## src/rtl/logic_proc_pkg.sv

```systemverilog
// rtl/logic_proc_pkg.sv - shared types for the bit-serial logic processor
package logic_proc_pkg;

  // Where the compute slice result bit is steered during a serial operation
  typedef enum logic [1:0] {
    ROUTE_HOLD   = 2'b00,
    ROUTE_F_TO_A = 2'b01,
    ROUTE_F_TO_B = 2'b10,
    ROUTE_SWAP   = 2'b11
  } route_t;

  // Sequencer states
  typedef enum logic [1:0] {
    IDLE  = 2'b00,
    SHIFT = 2'b01,
    HOLD  = 2'b10
  } state_t;

endpackage

```

## src/rtl/serial_shift_reg.sv

```systemverilog
// rtl/serial_shift_reg.sv - parallel-load, shift-right operand register
module serial_shift_reg #(
  parameter int WIDTH = 8
) (
  input  logic             Clk,
  input  logic             Reset,
  input  logic             Load,
  input  logic             Shift_En,
  input  logic             Shift_In,
  input  logic [WIDTH-1:0] Din,
  output logic [WIDTH-1:0] Dout,
  output logic             Shift_Out
);

  logic [WIDTH-1:0] q;

  // Parallel load wins over shifting; shifting drops bit 0 and fills at the top
  always_ff @(posedge Clk) begin
    if (Reset) begin
      q <= '0;
    end else if (Load) begin
      q <= Din;
    end else if (Shift_En) begin
      q <= {Shift_In, q[WIDTH-1:1]};
    end
  end

  assign Dout      = q;
  assign Shift_Out = q[0];

endmodule

```

## src/rtl/serial_reg_unit.sv

```systemverilog
// rtl/serial_reg_unit.sv - operand registers, result routing and serial sequencer
module serial_reg_unit #(
  parameter int WIDTH = 8
) (
  input  logic             Clk,
  input  logic             Reset,
  input  logic             LoadA,
  input  logic             LoadB,
  input  logic             Execute,
  input  logic [1:0]       R,
  input  logic [WIDTH-1:0] Din,
  input  logic             F_A_B,
  output logic             A_In,
  output logic             B_In,
  output logic [WIDTH-1:0] A,
  output logic [WIDTH-1:0] B,
  output logic             Busy,
  output logic             Done
);

  import logic_proc_pkg::*;

  localparam int CW = $clog2(WIDTH) + 1;

  state_t          state;
  route_t          r_q;
  logic [CW-1:0]   cnt;
  logic            busy_q;
  logic            done_q;
  logic            shift_en;
  logic            load_a;
  logic            load_b;
  logic            a_shift_in;
  logic            b_shift_in;

  // Loads are only honoured while idle; shifting only while in SHIFT
  assign load_a   = LoadA && (state == IDLE);
  assign load_b   = LoadB && (state == IDLE);
  assign shift_en = (state == SHIFT);

  // Steer the slice result or the outgoing operand bits back into the register tops
  always_comb begin
    a_shift_in = A_In;
    b_shift_in = B_In;
    case (r_q)
      ROUTE_HOLD:   begin a_shift_in = A_In;  b_shift_in = B_In;  end
      ROUTE_F_TO_A: begin a_shift_in = F_A_B; b_shift_in = B_In;  end
      ROUTE_F_TO_B: begin a_shift_in = A_In;  b_shift_in = F_A_B; end
      ROUTE_SWAP:   begin a_shift_in = B_In;  b_shift_in = A_In;  end
      default:      begin a_shift_in = A_In;  b_shift_in = B_In;  end
    endcase
  end

  serial_shift_reg #(.WIDTH(WIDTH)) u_reg_a (
    .Clk       (Clk),
    .Reset     (Reset),
    .Load      (load_a),
    .Shift_En  (shift_en),
    .Shift_In  (a_shift_in),
    .Din       (Din),
    .Dout      (A),
    .Shift_Out (A_In)
  );

  serial_shift_reg #(.WIDTH(WIDTH)) u_reg_b (
    .Clk       (Clk),
    .Reset     (Reset),
    .Load      (load_b),
    .Shift_En  (shift_en),
    .Shift_In  (b_shift_in),
    .Din       (Din),
    .Dout      (B),
    .Shift_Out (B_In)
  );

  // Sequencer: accept in IDLE, run WIDTH shifts, then hold until Execute drops
  always_ff @(posedge Clk) begin
    if (Reset) begin
      state  <= IDLE;
      r_q    <= ROUTE_HOLD;
      cnt    <= '0;
      busy_q <= 1'b0;
      done_q <= 1'b0;
    end else begin
      case (state)
        IDLE: begin
          if (Execute) begin
            r_q    <= route_t'(R);
            cnt    <= '0;
            state  <= SHIFT;
            busy_q <= 1'b1;
          end
        end
        SHIFT: begin
          cnt <= cnt + 1'b1;
          if (cnt == CW'(WIDTH - 1)) begin
            state  <= HOLD;
            busy_q <= 1'b0;
            done_q <= 1'b1;
          end
        end
        HOLD: begin
          if (!Execute) begin
            state  <= IDLE;
            done_q <= 1'b0;
          end
        end
        default: begin
          state  <= IDLE;
          busy_q <= 1'b0;
          done_q <= 1'b0;
        end
      endcase
    end
  end

  assign Busy = busy_q;
  assign Done = done_q;

endmodule
```

## config.mk

```make
export PLATFORM = sky130hd
export DESIGN_NAME = serial_reg_unit
export DESIGN_NICKNAME = d
export VERILOG_FILES = /design/src/rtl/logic_proc_pkg.sv /design/src/rtl/serial_shift_reg.sv /design/src/rtl/serial_reg_unit.sv
export SDC_FILE = /design/constraint.sdc
export NUM_CORES = 1
export LEC_CHECK = 0
export BUFFER_PORTS_ARGS = -buffer_cell sky130_fd_sc_hd__buf_2
export CAP_MARGIN = 25
export CORE_MARGIN = 8
export CORE_UTILIZATION = 55
export CTS_CLUSTER_SIZE = 8
export DETAILED_ROUTE_END_ITERATION = 12
export PLACE_DENSITY_LB_ADDON = 0.05
export SKIP_LAST_GASP = 1
export SLEW_MARGIN = 10
export SYNTH_ARGS = -nofsm -noshare
export SYNTH_HDL_FRONTEND = slang
export SYNTH_SLANG_ARGS = --single-unit
```

## constraint.sdc

```tcl
create_clock -name Clk -period 2.9 [get_ports Clk]
set_clock_uncertainty 0.2 [all_clocks]
set_input_delay 0.58 -clock Clk [delete_from_list [all_inputs] [get_ports Clk]]
set_output_delay 0.58 -clock Clk [all_outputs]
set_load 0.01 [all_outputs]
```

==> flow_summary.toml <==
[global_route]
grt_overflow = 0
grt_usage_pct = 15.58
grt_pass1_wl_um = 5340
antenna_found_initial = 0
grt_pass1_vias = 1111
grt_max_degree = 28

[yosys]
ys_seq_area_share_pct = 37.99
yosys.area.top_type = "dfxtp_1"
synth-seq-cells = 26
ys_types = 36
syn_avg_cell_area_um2 = 9.195
post-synth-top-area-fraction_pct = 37.99
synth.area.top_cells = "dfxtp_1 38%, nor3_2 5.1%, a21oi_2 4.5%"
netlist_area_mm2 = 0.001370
yosys_warnings = 0
syn_nets = 166
syn-instance-count = 149

[worst_setup_path]
critPathBufInv = 0
end_kind = "flip-flop"
max_stage_delay_ps = 720
startpoint_type = "flip-flop"
path_cells = "nor2b_1 -> a22oi_1 -> a21oi_1"
critical_path.slowest_cell = "dfxtp_1"
crit_type = "flip-flop to flip-flop"
critPathArrivalTime_ps = 1990
cp_max_fo = 18
worstPathRequired_ps = 2980
critical_path.top_delay_family = "flip-flops"

[timing]
period_share_pct = 65.93
tightest_slew_ps = 623.2
setup_tns_ps = 0
fmax_mhz = 523.0
post-route-min-period_ps = 1912
rsz0062_at_grt = "false"
hold_viol = 0
slew-limit-headroom_pct = 58.37
maxSlewViolCount = 0
finalSetupViolations = 0

[die]
core_area_mm2 = 0.002410
start_util_pct = 56.85
dieArea_mm2 = 0.004344
num_rows = 18
io-pin-count = 36
die_h_um = 65.91
die_x_um = 65.91

[finish]
antenna_cells = 0
design_area_mm2 = 0.001569
fin_nets = 196
layout_commonest_cell = "buf_2"
final_cell_mix = "35 x buf_2, 26 x dfxtp_1, 16 x nor2_1"
syn_to_final_growth_pct = 14.52
drive_gt1_share_pct = 34.27

[detailed_routing]
vias_per_cell = 5.683
routedWlPerCell_um = 15.18
drtIter0Drc = 59
routed_wl_um = 3157
postRouteAntennaNets = 0
dr_total_vias = 1182
remaining_drc_errors = 0
firstDrtPassIters = 4

[clocking]
clk_pin_slew_ps = 150
clock_sinks = 26
post-cts-setup-buffer-count = 0
insertion_delay_ps = 330
cts_hold_buf = 0
cts-root-buf = "clkbuf_4"
clk_path_buf_depth = 2
cts_tree = "yes"
htreeDepth = 1
post_cts_resized = 0
numCtsBuffers = 3

[run_status]
status = "complete, no violations"

[power_and_ir_drop]
ir_worst_vdd_uv = 330.9
pwr_density_cell_mw_per_mm2 = 511.8
total_leakage_power_nw = 0.6472

[place]
placed_cell_area_mm2 = 0.001516
place_hpwl_um = 2322
portBuffers = 35
routabilityCongestion = 0.7360

[hold_path]
hold_path_class = "primary input to flip-flop"

[run]
maxCapViolations = 0
[flip-flops by register name, indices dropped and copies added (netlist names)]
| name | cells |
|---|---|
| u_reg_a.Dout | 8 |
| u_reg_b.Dout | 8 |
| cnt | 4 |
| r_q | 2 |
| state | 2 |
| Busy | 1 |
| Done | 1 |
[cell type report]
| class | instances | area [um2] |
|---|---|---|
| fill | 213 | 840.8 |
| multi-input combinational | 111 | 768.2 |
| sequential | 26 | 520.5 |
| timing repair buffer | 37 | 190.2 |
| tap | 30 | 37.54 |
| clock inverter | 1 | 30.03 |
| clock buffer | 3 | 22.52 |
[cell usage after synthesis]
library cell / instances
nor2b_1: 4
or3_1: 2
o21ba_2: 1
nor3b_1: 1
or3b_1: 7
buf_2: 5
a31oi_1: 2
nand3b_1: 4
a211oi_1: 1
buf_6: 2
nand2_1: 11
nand2b_1: 8
a211o_2: 1
buf_4: 4
o21bai_2: 1
nor3_2: 7
a32oi_1: 1
o21bai_4: 1
clkbuf_1: 1
nor2_1: 16
o22a_1: 1
o21ai_0: 1
nor3b_2: 1
and4b_1: 1
o21ai_1: 1
a21oi_2: 7
a22oi_1: 8
nor3b_4: 1
mux2_1: 1
o21bai_1: 2
nand3_1: 2
a21oi_1: 11
mux2i_1: 4
dfxtp_1: 26
nor4_1: 1
ha_1: 1
[power breakdown]
group / internal [W] / switching [W]
combinational: 0.0000661 / 0.0000760
sequential: 0.000380 / 0.0000232
clock: 0.000140 / 0.000117
[metal layers]
metal | GRT usage (%) | wire length [um] | up-vias
met5 | 0 | 0 | -
met4 | 7.357 | 53 | 0
met2 | 23.87 | 1467 | 29
li1 | - | - | 587
met3 | 2.542 | 151 | 5
met1 | 20.65 | 1485 | 561
[tightest hold or removal path: cells and delay by family]
family                 cells  cell delay, ps
muxes                      1              50
and+or+nand+nor            1              80
buffers and inverters      1              70
[final timing paths]
| path | from | endpoint | slack [ps] | cells past startpoint |
|---|---|---|---|---|
| worst min register to register | u_reg_b.Dout[1] | u_reg_b.Dout[1] | 290 | 2 |
| worst max register to register | state[0] | u_reg_b.Dout[4] | 990 | 3 |
| worst min-delay path | R[0] | r_q[0] | 280 | 3 |
| worst max-delay path | state[0] | u_reg_b.Dout[4] | 990 | 3 |
[cells by family (layout without fill, tap and decap cells)]
group / count (synthesis) / after routing / synth area share [%]
flip-flops: 26 / 26 / 37.99
AO/OA/AOI/OAI: 39 / 39 / 21.10
buffers and inverters: 12 / 41 / 5.935
AND/OR/NAND/NOR: 66 / 66 / 30.32
adder cells (fa/ha/maj): 1 / 1 / 0.9131
multiplexers: 5 / 5 / 3.744
[metrics by stage]
| stage | power [W] | hold slack (ps) | utilization, % | std cells | setup slack, ps |
|---|---|---|---|---|---|
| floorplan | 0.0005093 | 272.2 | - | 149 | 1303 |
| global placement | 0.0005502 | 256.5 | 62.93 | 204 | 1131 |
| detailed placement | 0.0005538 | 263.0 | 62.93 | 204 | 1077 |
| CTS | 0.0008125 | 272.5 | 65.11 | 208 | 1020 |
| global route | 0.0008431 | 305.8 | 65.11 | 208 | 850.1 |
| finish | 0.0008030 | 281.4 | 65.11 | 208 | 987.9 |
No activity file was read; power rests on OpenSTA's default activity.
